===== config.mk =====
export PLATFORM = sky130hd
export DESIGN_NAME = csr_trap_ctrl
export DESIGN_NICKNAME = d
export VERILOG_FILES = /design/src/rtl/csr_pkg.sv /design/src/rtl/csr_mstatus_upd.sv /design/src/rtl/csr_trap_ctrl.sv
export SDC_FILE = /design/constraint.sdc
export NUM_CORES = 1
export LEC_CHECK = 0
export ABC_AREA = 0
export CELL_PAD_IN_SITES_DETAIL_PLACEMENT = 1
export CELL_PAD_IN_SITES_GLOBAL_PLACEMENT = 1
export CORE_ASPECT_RATIO = 1.25
export CORE_MARGIN = 5
export CORE_UTILIZATION = 39
export DETAILED_ROUTE_END_ITERATION = 16
export PLACE_DENSITY_LB_ADDON = 0.2
export RECOVER_POWER = 50
export SLEW_MARGIN = 10
export SYNTH_ARGS = -nofsm -noshare
export SYNTH_HDL_FRONTEND = slang
export SYNTH_SLANG_ARGS = --single-unit

===== constraint.sdc =====
create_clock -name clk -period 2.7 [get_ports clk]
set_clock_uncertainty 0.05 [all_clocks]
set_input_delay 0.405 -clock clk [delete_from_list [all_inputs] [get_ports clk]]
set_output_delay 0.405 -clock clk [all_outputs]
set_load 0.01 [all_outputs]

===== src/rtl/csr_pkg.sv =====
// Shared constants, CSR indices and state encoding for the trap sequencer.
// Used by csr_trap_ctrl and csr_mstatus_upd.
package csr_pkg;

   localparam int CSR_MEPC    = 1;
   localparam int CSR_MSTATUS = 2;
   localparam int CSR_MCAUSE  = 3;
   localparam int CSR_MTVEC   = 4;

   localparam logic [1:0] OP_ECALL = 2'b01;
   localparam logic [1:0] OP_MRET  = 2'b10;

   localparam int MST_MIE    = 3;
   localparam int MST_MPIE   = 7;
   localparam int MST_MPP_LO = 11;
   localparam int MST_MPP_HI = 12;

   typedef enum logic [2:0] {
      ST_IDLE,
      ST_ENT_WR,
      ST_ENT_FIN,
      ST_RET_RD,
      ST_RET_FIN
   } state_t;

endpackage


===== src/rtl/csr_mstatus_upd.sv =====
// mstatus next-value logic for trap entry (MIE->MPIE) and MRET (MPIE->MIE).
// Purely combinational; MPP is always forced to machine mode.
module csr_mstatus_upd
   import csr_pkg::*;
#(
   parameter int XLEN = 64
) (
   input  logic [XLEN-1:0] mst_old,
   input  logic            is_ret,
   output logic [XLEN-1:0] mst_new
);

   always_comb begin
      mst_new = mst_old;
      mst_new[MST_MPP_HI:MST_MPP_LO] = 2'b11;
      if (is_ret) begin
         mst_new[MST_MIE]  = mst_old[MST_MPIE];
         mst_new[MST_MPIE] = 1'b1;
      end else begin
         mst_new[MST_MPIE] = mst_old[MST_MIE];
         mst_new[MST_MIE]  = 1'b0;
      end
   end

endmodule


===== src/rtl/csr_trap_ctrl.sv =====
// ECALL/MRET trap sequencer driving the CSR file ports and the fetch redirect.
// Define CSR_TRAP_MSTATUS_EN to enable the mstatus read-modify-write.
module csr_trap_ctrl
   import csr_pkg::*;
#(
   parameter int XLEN   = 64,
   parameter int CSR_AW = 3
) (
   input  logic              clk,
   input  logic              reset,
   input  logic              req_valid,
   output logic              req_ready,
   input  logic [1:0]        req_op,
   input  logic [XLEN-1:0]   req_pc,
   input  logic [XLEN-1:0]   req_cause,
   output logic [CSR_AW-1:0] csr_raddr,
   input  logic [XLEN-1:0]   csr_rdata,
   output logic [CSR_AW-1:0] csr_waddr1,
   output logic [XLEN-1:0]   csr_wdata1,
   output logic              csr_wen1,
   output logic [CSR_AW-1:0] csr_waddr2,
   output logic [XLEN-1:0]   csr_wdata2,
   output logic              csr_wen2,
   output logic              redir_valid,
   output logic [XLEN-1:0]   redir_pc,
   output logic              busy
);

`ifdef CSR_TRAP_MSTATUS_EN
   localparam bit MST_EN = 1'b1;
`else
   localparam bit MST_EN = 1'b0;
`endif

   localparam logic [CSR_AW-1:0] A_MEPC = CSR_AW'(CSR_MEPC);
   localparam logic [CSR_AW-1:0] A_MST  = CSR_AW'(CSR_MSTATUS);
   localparam logic [CSR_AW-1:0] A_MCA  = CSR_AW'(CSR_MCAUSE);
   localparam logic [CSR_AW-1:0] A_MTV  = CSR_AW'(CSR_MTVEC);
   localparam logic [CSR_AW-1:0] A_FIN  = MST_EN ? A_MST : '0;

   state_t state_q, state_d;
   logic [XLEN-1:0] pc_q, cause_q, tvec_q, epc_q;
   logic [XLEN-1:0] mst_new;

   csr_mstatus_upd #(.XLEN(XLEN)) u_upd (
      .mst_old (csr_rdata),
      .is_ret  (state_q == ST_RET_FIN),
      .mst_new (mst_new)
   );

   always_ff @(posedge clk or negedge reset) begin
      if (!reset) begin
         state_q <= ST_IDLE;
         pc_q    <= '0;
         cause_q <= '0;
         tvec_q  <= '0;
         epc_q   <= '0;
      end else begin
         state_q <= state_d;
         if (state_q == ST_IDLE && req_valid && req_op == OP_ECALL) begin
            pc_q    <= req_pc;
            cause_q <= req_cause;
         end
         if (state_q == ST_ENT_WR) tvec_q <= csr_rdata;
         if (state_q == ST_RET_RD) epc_q  <= csr_rdata;
      end
   end

   always_comb begin
      state_d     = state_q;
      req_ready   = 1'b0;
      csr_raddr   = '0;
      csr_wen1    = 1'b0;
      csr_waddr1  = '0;
      csr_wdata1  = '0;
      csr_wen2    = 1'b0;
      csr_waddr2  = '0;
      csr_wdata2  = '0;
      redir_valid = 1'b0;
      redir_pc    = '0;
      unique case (state_q)
         ST_IDLE: begin
            req_ready = 1'b1;
            if (req_valid) begin
               case (req_op)
                  OP_ECALL: state_d = ST_ENT_WR;
                  OP_MRET:  state_d = ST_RET_RD;
                  default:  state_d = ST_IDLE;
               endcase
            end
         end
         ST_ENT_WR: begin
            csr_wen1   = 1'b1;
            csr_waddr1 = A_MEPC;
            csr_wdata1 = pc_q;
            csr_wen2   = 1'b1;
            csr_waddr2 = A_MCA;
            csr_wdata2 = cause_q;
            csr_raddr  = A_MTV;
            state_d    = ST_ENT_FIN;
         end
         ST_ENT_FIN: begin
            csr_raddr   = A_FIN;
            csr_wen1    = MST_EN;
            csr_waddr1  = A_FIN;
            csr_wdata1  = MST_EN ? mst_new : '0;
            redir_valid = 1'b1;
            // Direct mode only: low mode bits of mtvec are dropped
            redir_pc    = {tvec_q[XLEN-1:2], 2'b00};
            state_d     = ST_IDLE;
         end
         ST_RET_RD: begin
            csr_raddr = A_MEPC;
            state_d   = ST_RET_FIN;
         end
         ST_RET_FIN: begin
            csr_raddr   = A_FIN;
            csr_wen1    = MST_EN;
            csr_waddr1  = A_FIN;
            csr_wdata1  = MST_EN ? mst_new : '0;
            redir_valid = 1'b1;
            redir_pc    = epc_q;
            state_d     = ST_IDLE;
         end
         default: state_d = ST_IDLE;
      endcase
   end

   assign busy = (state_q != ST_IDLE);

endmodule

Word-level counts from Yosys, hierarchy flattened

Cells that the tools add are included.

Bits of input ports: 197
Latch bits: 0
RAM bits: 0
ROM bits: 0
Memories kept: 0
Word-level logic and storage cells: 29
Flip-flop bits (word level): 259
Output and inout bits: 206

Order comparisons: 0
Bitwise logic cells: 0
Reduce and logical (&&, ||, !) cells: 5
Shift operators: 0
Mux-type cells: 12
Divide/modulo/power cells: 0
Eq/ne operators: 7
Multiply operators: 0
$add $sub $neg: 0

Operators by type and width:

| operator             | count |
|---|---|
| $mux W64             | 2 |
| $pmux W64 S2         | 1 |
| $pmux W3 S3          | 1 |
| $eq A3 B2 Y1 const B | 2 |
| $pmux W3 S2          | 1 |
| $mux W1              | 4 |
| $pmux W2 S2          | 1 |
| $eq A3 B1 Y1 const B | 1 |
| $eq A3 B3 Y1 const B | 1 |
| $logic_not A3 Y1     | 1 |
| $mux W3              | 1 |
| $reduce_bool A3 Y1   | 1 |
| $eq A2 B1 Y1 const B | 1 |
| $eq A2 B2 Y1 const B | 1 |
| $logic_and A1 B1 Y1  | 2 |
| $mux W2              | 1 |
| $ne A2 B2 Y1 const B | 1 |
| $reduce_or A2 Y1     | 1 |

Logic depth before layout (Yosys ltp)

Gate-level depths: netlist (run 1).

Word-level depth: 4
Depth in mapped cells: 6
Mapped depth without buffers: 4

Least setup slack after synthesis (run 1)

No wires, ideal clock.

Kind: register to output
From: register state_q[1]
To: output port csr_wdata1[54]
Path slack: 0.818 ns
Data required time: 2.245 ns
Stages on the path, launching flop included: 5
Buffers on the path: 2
Data arrival time: 1.427 ns
Cell sequence: dfrtp_1 > nor3b_1 > buf_2 > clkbuf_1 > and2_1

Word-level cells in the longest chain between the ends: 2

Ends and longest elaborated chain:

| item                     | line                | source |
|---|---|---|
| start: declaration       | csr_trap_ctrl.sv:41 | `state_t state_q, state_d;` |
| start signal: assignment | csr_trap_ctrl.sv:59 | `state_q <= state_d;` |
| $eq A3 B1 Y1             | csr_trap_ctrl.sv:81 | `unique case (state_q)` |
| $mux W64                 | csr_trap_ctrl.sv:81 |  |
| end: declaration         | csr_trap_ctrl.sv:19 | `output logic [XLEN-1:0] csr_wdata1,` |

No other way between the ends.

Worst setup path after layout (run 1)

From: register state_q[2]
To: output port redir_pc[48]

Word-level cells in the longest chain between the ends: 2
Elaborated cells on any way between the ends: 3
Those cells by class: 2 x eq/ne; 1 x mux

Ends and longest elaborated chain:

| item                                                | line                | source |
|---|---|---|
| $eq A3 B3 Y1 / $eq A3 B2 Y1 (equally long branches) | csr_trap_ctrl.sv:81 |  |
| $pmux W64 S2 *                                      | csr_trap_ctrl.sv:81 |  |
| end: declaration                                    | csr_trap_ctrl.sv:25 | `output logic [XLEN-1:0] redir_pc,` |

Mark *: on every way between the ends. The rest lies on a longest branch, timed or not.

==> results by group, run 1 <==
Status
  • Status: finished with violations
  • Violated checks: max-capacitance violations, max-slew violations

Timing
  • Fmax: 375 MHz
  • Setup TNS: 0 ps
  • Min Tclk post-route: 2670 ps
  • Final hold viol count: 0
  • Setup-failing EPs final: 0
  • Final count of pins violating max slew: 71
  • Slew headroom: -29.5%
  • Final Cycle Share: 98.8%
  • Measured slew at the worst slew-check pin: 1940 ps
  • RSZ-0062 raised after global routing: yes

Pwr
  • Worst VDD drop: 0.000555 V
  • Sw Ratio: 26.8%
  • Clock Power Share: 27.6%
  • Seq pwr share: 46.4%
  • Internal: 0.00973 W
  • Logic pwr share: 26.0%
  • Net Switching: 0.00357 W
  • LEAKAGE: 7.80 nW
  • Total Power: 0.0133 W
  • Cell Pwr Density: 794 nW/um^2

Finish
  • Register area: 6430 um^2
  • Nets: 1405
  • Area delta synth->final: 47.3%
  • Layout cells sized above 1: 33.7%
  • Footprint of the multi-input gates: 4420 um^2
  • Fillers: 2906

Floorplanning
  • FP Rows: 70
  • I/O pin total: 403
  • DIE AREA: 32700 um^2
  • Die H: 201 um
  • Initial core utilization: 39.2%
  • Core area: 29000 um^2
  • Die X: 163 um

Setup path
  • Setup CP Type: reg -> out
  • CP endpoint kind: output port
  • WP data arrival: 2210 ps
  • Req. time, crit path: 2250 ps
  • CP startpoint kind: flip-flop
  • CP Max Fanout: 15

Global routing
  • Largest net degree at the start of global routing: 73
  • Antenna violations before repair: 6
  • Overall Global Routing Usage: 21.6%
  • Remaining global-route overflow: 0
  • First-pass GRT wire length: 55.2 mm
  • Vias in the first global route: 8894

Clocking
  • Max H-tree Level: 1
  • CTS tree: built
  • Clock Sinks: 257
  • Longest Clk Path Bufs: 3
  • CTS root buffer: clkbuf_16
  • Worst-path clk slew: 60 ps
  • Num CTS Buffers: 28
  • Worst skew pair latency: 540 ps

Route
  • Avg WL per Cell: 22.6 um
  • Via Count: 8020
  • DRT Pass-1 Iters: 4
  • Routed Wire Length: 36.7 mm
  • Antenna Nets Post-Route: 0
  • Via density: 4.94
  • # DRC: 0
  • DRT iter0 DRCs: 254

Min path
  • Hold crit path type: in -> reg

Job
  • Max cap viols: 1

Synth
  • Avg Cell Area, Syn: 14.5 um^2
  • Post-synthesis instance area: 11400 um^2
  • Sequential fraction of the synthesis area: 56.6%
  • Syn Inst Count: 785
  • Distinct cells, synth: 20
  • Seq cells post-synth: 257
  • Synthesis warning total: 0

Placed design
  • RD Place Congestion: 0.791
  • Detailed placement HPWL: 24.7 mm
  • PortBufs: 398
[cell type report]
| type | instances | share of cell area (%) |
|---|---|---|
| sequential | 257 | 38.4 |
| timing repair buffer | 452 | 26.8 |
| multi-input combinational | 464 | 26.4 |
| clock buffer | 44 | 4.90 |
| tap | 396 | 2.96 |
| clock inverter | 4 | 0.336 |
| antenna | 5 | 0.0747 |
| inverter | 3 | 0.0672 |
[path summary, 6_finish.rpt]
kind	from	to	slack, ps	depth (start not counted)
max	state_q[2]$_DFFE_PN0P_	redir_pc[48]	30	7
min	req_pc[32]	pc_q[32]$_DFFE_PN0P_	420	2
max reg2reg	state_q[1]$_DFFE_PN0P_	tvec_q[15]$_DFFE_PN0N_	450	6
min reg2reg	cause_q[51]$_DFFE_PN0P_	cause_q[51]$_DFFE_PN0P_	450	1
max in group asynchronous	reset	pc_q[14]$_DFFE_PN0P_	350	3
min in group asynchronous	reset	pc_q[32]$_DFFE_PN0P_	910	2
[synthesized netlist by cell type]
master    instances  area, um^2
mux2_4           10         150
nor3b_1           5        37.5
clkbuf_1         17        63.8
and3_4            1        11.3
mux2_2          244        2750
ha_1              2        25.0
a21oi_1           1        5.00
dfrtp_1         257        6430
nor3_2            1        10.0
buf_12           13         260
nor3_1            1        5.00
and3b_1           2        17.5
buf_4            19         143
buf_2            14        70.1
inv_1             3        11.3
conb_1            1        3.75
and2_1          130         813
a22o_1           62         543
clkbuf_8          1        13.8
or2_2             1        6.26
[routing by layer]
layer  share of wire, %  wire, um  vias up  track usage [%]
met5                  0         0        -                0
met1                 37     13500     4078             24.0
met4                3.7      1350        0             7.64
met3                7.7      2810       66             6.39
met2                 52     19000      291             38.9
li1                   -         -     3585                -
[power groups by stage]
stage	logic, W	registers (W)	clock network (W)
2_1_floorplan	0.00215	0.00593	0
3_3_place_gp	0.00342	0.00614	0
3_5_place_dp	0.00353	0.00624	0
4_1_cts	0.00350	0.00618	0.00380
5_1_grt	0.00376	0.00635	0.00396
6_report	0.00345	0.00618	0.00367
[worst max-delay path, stage by stage (launching register included)]
cell,delay [ps]
dfrtp_2,440
buf_4,160
nor3b_4,270
buf_6,160
buf_12,100
buf_16,140
a22o_1,150
clkdlybuf4s15_1,260
[repair_timing]
item                                    4_1_cts  5_1_grt
endpoints found under the setup margin      198       63
endpoints found under the hold margin        67        0
buffers inserted                             17        3
pin swaps                                     2        3
resized for setup                           226      120
gates cloned                                  8        2
hold buffers                                  1        0
[cells in the final DEF, fill, tap and decap left out, types with 3 or more instances in the layout]
master	instances
a22o_1	62
and2_1	130
buf_12	16
buf_16	5
buf_4	19
buf_6	5
bufbuf_16	4
clkbuf_1	11
clkbuf_16	30
clkbuf_2	48
clkbuf_8	6
clkdlybuf4s15_1	14
clkdlybuf4s15_2	12
clkdlybuf4s50_1	198
conb_1	4
dfrtp_1	255
diode_2	5
dlygate4sd2_1	117
dlymetal6s2s_1	9
inv_1	3
mux2_2	244
mux2_4	10
nor3b_4	3
[stage by stage]
stage / setup WS, ps / area (um^2) / cells / hold slack [ps] / util, %
after global routing: -59.0 / 16700 / 1625 / 407 / 57.8
final: 32.3 / 16700 / 1625 / 422 / 57.8
after CTS: -187 / 16800 / 1615 / 388 / 58.0
after floorplan: 818 / 11400 / 788 / 59.4 / -
after detailed placement: 208 / 15700 / 1541 / 374 / 54.1
after global placement: 242 / 15700 / 1541 / 375 / 54.1
[sequential cells by signal, summed over array words and instances, names as in the netlist]
register / count
state_q: 3
epc_q: 64
cause_q: 64
pc_q: 64
tvec_q: 62
[logic make-up (layout without fill, tap and decap cells)]
group,Yosys count,in the layout,share of synthesized area [%]
DFF,257,257,56.6
muxes,254,254,25.5
and+or+nand+nor,141,141,7.92
buffers and inverters,67,503,4.94
AOI/OAI and AO/OA,63,63,4.82
adders and majority gates,2,2,0.220
other,1,9,0.0330
(Power assumes the default switching activity.)
==> run 2: changes to the inputs <==
--- a/config.mk
+++ b/config.mk
@@ -17,4 +17,5 @@
 export SLEW_MARGIN = 10
 export SYNTH_ARGS = -nofsm -noshare
 export SYNTH_HDL_FRONTEND = slang
+export SYNTH_HIERARCHICAL = 1
 export SYNTH_SLANG_ARGS = --single-unit
==> results of run 2 <==
No change in the layout: final DEF, timing and power equal those of run 1.
Among the figures that moved: Yosys warning count 0 -> 6
